===== config.mk =====
export PLATFORM = sky130hd
export DESIGN_NAME = spi_master_arbiter
export DESIGN_NICKNAME = d
export VERILOG_FILES = /design/src/rtl/spi_master_arbiter.sv
export SDC_FILE = /design/constraint.sdc
export NUM_CORES = 1
export LEC_CHECK = 0
export BUFFER_PORTS_ARGS = -buffer_cell sky130_fd_sc_hd__buf_2
export CORE_MARGIN = 3
export CORE_UTILIZATION = 28
export DETAILED_ROUTE_END_ITERATION = 16
export GPL_TIMING_DRIVEN = 0
export SYNTH_ARGS = -nofsm -noshare
export SYNTH_HDL_FRONTEND = slang
export SYNTH_SLANG_ARGS = --single-unit

===== constraint.sdc =====
create_clock -name clk_i -period 6 [get_ports clk_i]
set_input_delay 1.2 -clock clk_i [delete_from_list [all_inputs] [get_ports clk_i]]
set_output_delay 1.2 -clock clk_i [all_outputs]
set_load 0.02 [all_outputs]

===== src/rtl/spi_master_arbiter.sv =====
// Round-robin arbiter that shares one byte-wide SPI master core among N_REQ requesters,
// driving one active-low slave select per requester that stays low across a whole burst.
module spi_master_arbiter #(
  parameter int N_REQ    = 3,
  parameter int CS_SETUP = 2,
  parameter int CS_HOLD  = 2
) (
  input  logic               clk_i,
  input  logic               rst_ni,
  input  logic [N_REQ-1:0]   req_i,
  input  logic [N_REQ-1:0]   last_i,
  input  logic [8*N_REQ-1:0] tx_data_i,
  output logic [N_REQ-1:0]   ack_o,
  output logic [N_REQ-1:0]   rx_valid_o,
  output logic [7:0]         rx_data_o,
  output logic [N_REQ-1:0]   ss_n_o,
  output logic               busy_o,
  output logic [7:0]         spi_din_o,
  output logic               spi_start_o,
  input  logic [7:0]         spi_dout_i,
  input  logic               spi_done_tick_i,
  input  logic               spi_ready_i
);

  localparam int OW   = (N_REQ > 1) ? $clog2(N_REQ) : 1;
  localparam int CMAX = (CS_SETUP > CS_HOLD) ? CS_SETUP : CS_HOLD;
  localparam int CW   = $clog2(CMAX + 1);

  localparam logic [N_REQ-1:0] ONE_HOT0   = N_REQ'(1);
  localparam logic [CW-1:0]    SETUP_LOAD = CW'(CS_SETUP - 1);
  localparam logic [CW-1:0]    HOLD_LOAD  = CW'(CS_HOLD - 1);
  localparam logic [CW-1:0]    CNT_ONE    = CW'(1);

  typedef enum logic [2:0] {IDLE, SETUP, START, WAIT, HOLD} state_t;

  state_t          state;
  logic [OW-1:0]   owner;
  logic [OW-1:0]   last_owner;
  logic [CW-1:0]   count;
  logic            last_byte;
  logic [OW-1:0]   grant_idx;
  logic [OW-1:0]   cand;
  logic            grant_valid;
  logic [7:0]      tx_bytes [N_REQ];

  genvar gi;
  generate
    for (gi = 0; gi < N_REQ; gi++) begin : g_tx
      assign tx_bytes[gi] = tx_data_i[8*gi +: 8];
    end
  endgenerate

  // Walk the offsets from farthest to nearest so the requester closest after
  // last_owner is the one left standing.
  always_comb begin
    grant_idx   = '0;
    grant_valid = 1'b0;
    cand        = '0;
    for (int k = N_REQ; k >= 1; k--) begin
      cand = OW'((int'(last_owner) + k) % N_REQ);
      if (req_i[cand]) begin
        grant_idx   = cand;
        grant_valid = 1'b1;
      end
    end
  end

  always_ff @(posedge clk_i) begin
    if (!rst_ni) begin
      state       <= IDLE;
      owner       <= '0;
      last_owner  <= OW'(N_REQ - 1);
      count       <= '0;
      last_byte   <= 1'b0;
      ss_n_o      <= '1;
      busy_o      <= 1'b0;
      spi_start_o <= 1'b0;
      spi_din_o   <= '0;
      ack_o       <= '0;
      rx_valid_o  <= '0;
      rx_data_o   <= '0;
    end else begin
      spi_start_o <= 1'b0;
      ack_o       <= '0;
      rx_valid_o  <= '0;
      case (state)
        IDLE: begin
          if (grant_valid) begin
            owner  <= grant_idx;
            ss_n_o <= ~(ONE_HOT0 << grant_idx);
            busy_o <= 1'b1;
            count  <= SETUP_LOAD;
            // A one-cycle setup is already covered by the cycle spent here.
            state  <= (CS_SETUP == 1) ? START : SETUP;
          end
        end
        SETUP: begin
          if (count <= CNT_ONE) begin
            count <= '0;
            state <= START;
          end else begin
            count <= count - CNT_ONE;
          end
        end
        START: begin
          if (!req_i[owner]) begin
            count <= HOLD_LOAD;
            state <= HOLD;
          end else if (spi_ready_i) begin
            spi_start_o <= 1'b1;
            spi_din_o   <= tx_bytes[owner];
            ack_o       <= ONE_HOT0 << owner;
            last_byte   <= last_i[owner];
            state       <= WAIT;
          end
        end
        WAIT: begin
          if (spi_done_tick_i) begin
            rx_data_o  <= spi_dout_i;
            rx_valid_o <= ONE_HOT0 << owner;
            if (last_byte || !req_i[owner]) begin
              count <= HOLD_LOAD;
              state <= HOLD;
            end else begin
              state <= START;
            end
          end
        end
        HOLD: begin
          if (count == '0) begin
            ss_n_o     <= '1;
            busy_o     <= 1'b0;
            last_owner <= owner;
            state      <= IDLE;
          end else begin
            count <= count - CNT_ONE;
          end
        end
        default: state <= IDLE;
      endcase
    end
  end

endmodule

==> metrics.md <==
| Metric | Value |
|---|---|
| Status | `finished clean` |
| Ys Warns | `0` |
| Aggregate global-route resource usage | `0.129` |
| Clock Path Buffers | `2` |
| Syn Inst Count | `238` |
| Seq cells post-synth | `37` |
| Full die area | `8080 um2` |
| First-pass GRT wire length | `8700 um` |
| Worst slew pin tran | `0.600 ns` |
| Number of enable flip-flop cells after synthesis | `0` |
| Clock Pin Slew Worst Setup and Hold Paths | `0.07 ns` |
| First-pass DRT Iterations | `4` |
| Largest net degree at the start of global routing | `13` |
| Critical Path Fanout Max | `10` |
| Pins Over Slew Limit | `0` |
| Worst-skew pair later-pin latency | `0.29 ns` |
| Placed Cells | `398` |
| Dpl hpwl | `3880 um` |
| Top Ports | `69` |
| CTS tree | `done` |
| CTS Hold Buffers Added | `0` |
| Largest stage delay, worst path | `0.38 ns` |
| Met1 usage | `0.149` |
| Gr busiest metal | `met2` |
| Initial antenna violation count | `0` |
| Routing usage on met2 | `0.222` |
| Vias in the first global route | `1897` |
| Data required, critical path | `6.17 ns` |
| Postcts setup bufs | `0` |
| Reg2reg path depth | `8` |
| Setup_tns | `0 ns` |
| ANT nets after route | `0` |
| Worst setup path class | `in -> reg` |
| Routability Congestion | `0.767` |
| Power, Total | `853 uW` |
| WHS Path Cells | `2` |
| Critical Path End Type | `flop` |
| Wire length per cell | `12.4 um` |
| Clock net sink count | `37` |
| Clk_skew | `0.00522 ns` |
| Unique masters post-synth | `39` |
| Most frequent cells in the layout | `buf_2, nand2_1, dfxtp_1` |
| Synthesized area | `1970 um2` |
| Worst EP arrival | `2.53 ns` |
| Final Hold Vio Count | `0` |
| Global route overflow | `0` |
| Max cap viols | `0` |
| Die Y | `89.9 um` |
| DR iter-0 viols | `94` |
| Post-route DRC | `0` |
| PwrDens | `337 nW/um2` |
| DIE WIDTH | `89.9 um` |
| Met3 GRT Util | `0.0392` |
| CTS buffer count | `5` |
| Row cnt | `29` |
| Slowest cell on crit path | `or3_1` |
| Routed WL | `5040 um` |
| Seq/Total Area, Yosys | `0.376` |
| Total core area | `6570 um2` |
| Hold/Removal Path Class | `reg -> reg` |
| # diodes | `0` |
| Post-CTS Resized | `0` |
| Root Driver | `clkbuf_8` |
| H-tree levels | `2` |
| IO Port Bufs | `67` |
| Cells along the critical path | `buf_2 > mux2i_1 > o21a_1 > or3_1 > buf_6 > buf_6 > mux2i_1 > nor2_1` |
| Setup-failing EPs final | `0` |
| Max Clk Rate | `424 MHz` |
| Number of fill cells | `689` |
| Pleak | `1.13 nW` |
| Ys async rst share | `0` |
| Vias | `1914` |
| Initial Utilization | `0.300` |
| Minimum clock period | `2.36 ns` |
| Predominant post-synthesis flop cell | `dfxtp_1` |
| Unrepaired setup endpoints after global routing | `false` |
| Critical Path Start Type | `input pin` |
| Area growth from synthesis to layout | `28.6%` |
| Syn_area_per_cell | `8.28 um2` |
| Final Net Count | `362` |
| Vias per Instance | `4.71` |
| Max-slew headroom | `0.600` |
| Layout cells sized above 1 | `0.256` |
| Commonest non-fill, non-tap cell in the layout | `buf_2` |
| Syn Nets | `288` |
| Period Utilization, post-route | `0.393` |
| Non-filler cells, final | `406` |
| VDD IR-drop max | `0.000104 V` |
-- state kept, by name, indices dropped and copies added, names as in the netlist --
signal	cells
count	2
last_byte	1
last_owner	2
busy_o	1
spi_start_o	1
state	3
ss_n_o	3
spi_din_o	8
owner	2
ack_o	3
rx_data_o	8
rx_valid_o	3
-- synthesized netlist by cell type, types with 4 or more instances --
| library cell | n | share of area |
|---|---|---|
| nand2_1 | 37 | 0.070 |
| nor2_1 | 29 | 0.055 |
| dfxtp_1 | 37 | 0.38 |
| ha_1 | 8 | 0.051 |
| mux2i_1 | 27 | 0.14 |
| clkbuf_1 | 13 | 0.025 |
| a21oi_1 | 11 | 0.028 |
| nand3b_1 | 6 | 0.023 |
| o21ai_0 | 16 | 0.041 |
| inv_1 | 5 | 0.0095 |
| nor2b_1 | 4 | 0.013 |
-- where the power goes --
group	internal [mW]	switching [mW]	total, mW
sequential	0.280	0.0283	0.309
clock	0.125	0.0900	0.215
combinational	0.133	0.197	0.330
total	0.538	0.315	0.853
-- area by class of cell --
| class | count | area [um2] | area share |
|---|---|---|---|
| Inverter | 6 | 22.5 | 0.00889 |
| Sequential cell | 37 | 741 | 0.292 |
| Tap cell | 93 | 116 | 0.0459 |
| Timing Repair Buffer | 67 | 335 | 0.132 |
| Multi-Input combinational cell | 177 | 1110 | 0.440 |
| Clock inverter | 2 | 38.8 | 0.0153 |
| Buffer | 18 | 92.6 | 0.0365 |
| Clock buffer | 6 | 72.6 | 0.0286 |
-- routing by layer --
metal  share of wire  vias up  wire length, um
li1                -      971                -
met1            0.43      874             2190
met2            0.48       59             2400
met3           0.068       10              344
met4           0.021        0              105
met5               0        -                0
-- critical path: cells and delay by family --
family	cells	cell delay, ns
AO/OA/AOI/OAI	1	0.24
buffers and inverters	3	0.42
multiplexers	2	0.23
AND/OR/NAND/NOR	2	0.43
-- final timing paths --
| kind | slack [ns] | startpoint | endpoint |
|---|---|---|---|
| min reg2reg | 0.45 | rx_data_o[0] | rx_data_o[0] |
| max reg2reg | 3.78 | last_owner[0] | ss_n_o[2] |
| max | 3.64 | req_i[0] | spi_din_o[6] |
| min | 0.45 | rx_data_o[0] | rx_data_o[0] |
-- per-stage QoR --
step                worst slack (ns)  hold WS (ns)   util  instance area, um2
floorplan                       3.49         0.456      -                1970
global placement                3.34         0.440  0.369                2420
detailed placement              3.33         0.445  0.369                2420
CTS                             3.65         0.455  0.386                2530
global route                    3.51         0.485  0.386                2530
finish                          3.64         0.451  0.386                2530
-- logic make-up (layout without fill, tap and decap cells) --
kind of cell / after synthesis / in the layout / share of synthesized area
simple gates: 96 / 96 / 0.227
fa+ha+maj: 8 / 8 / 0.0508
buf+inv: 24 / 99 / 0.0584
flops: 37 / 37 / 0.376
mux: 27 / 27 / 0.137
compound gates: 46 / 46 / 0.150
Power figures use the tool's default switching activity.
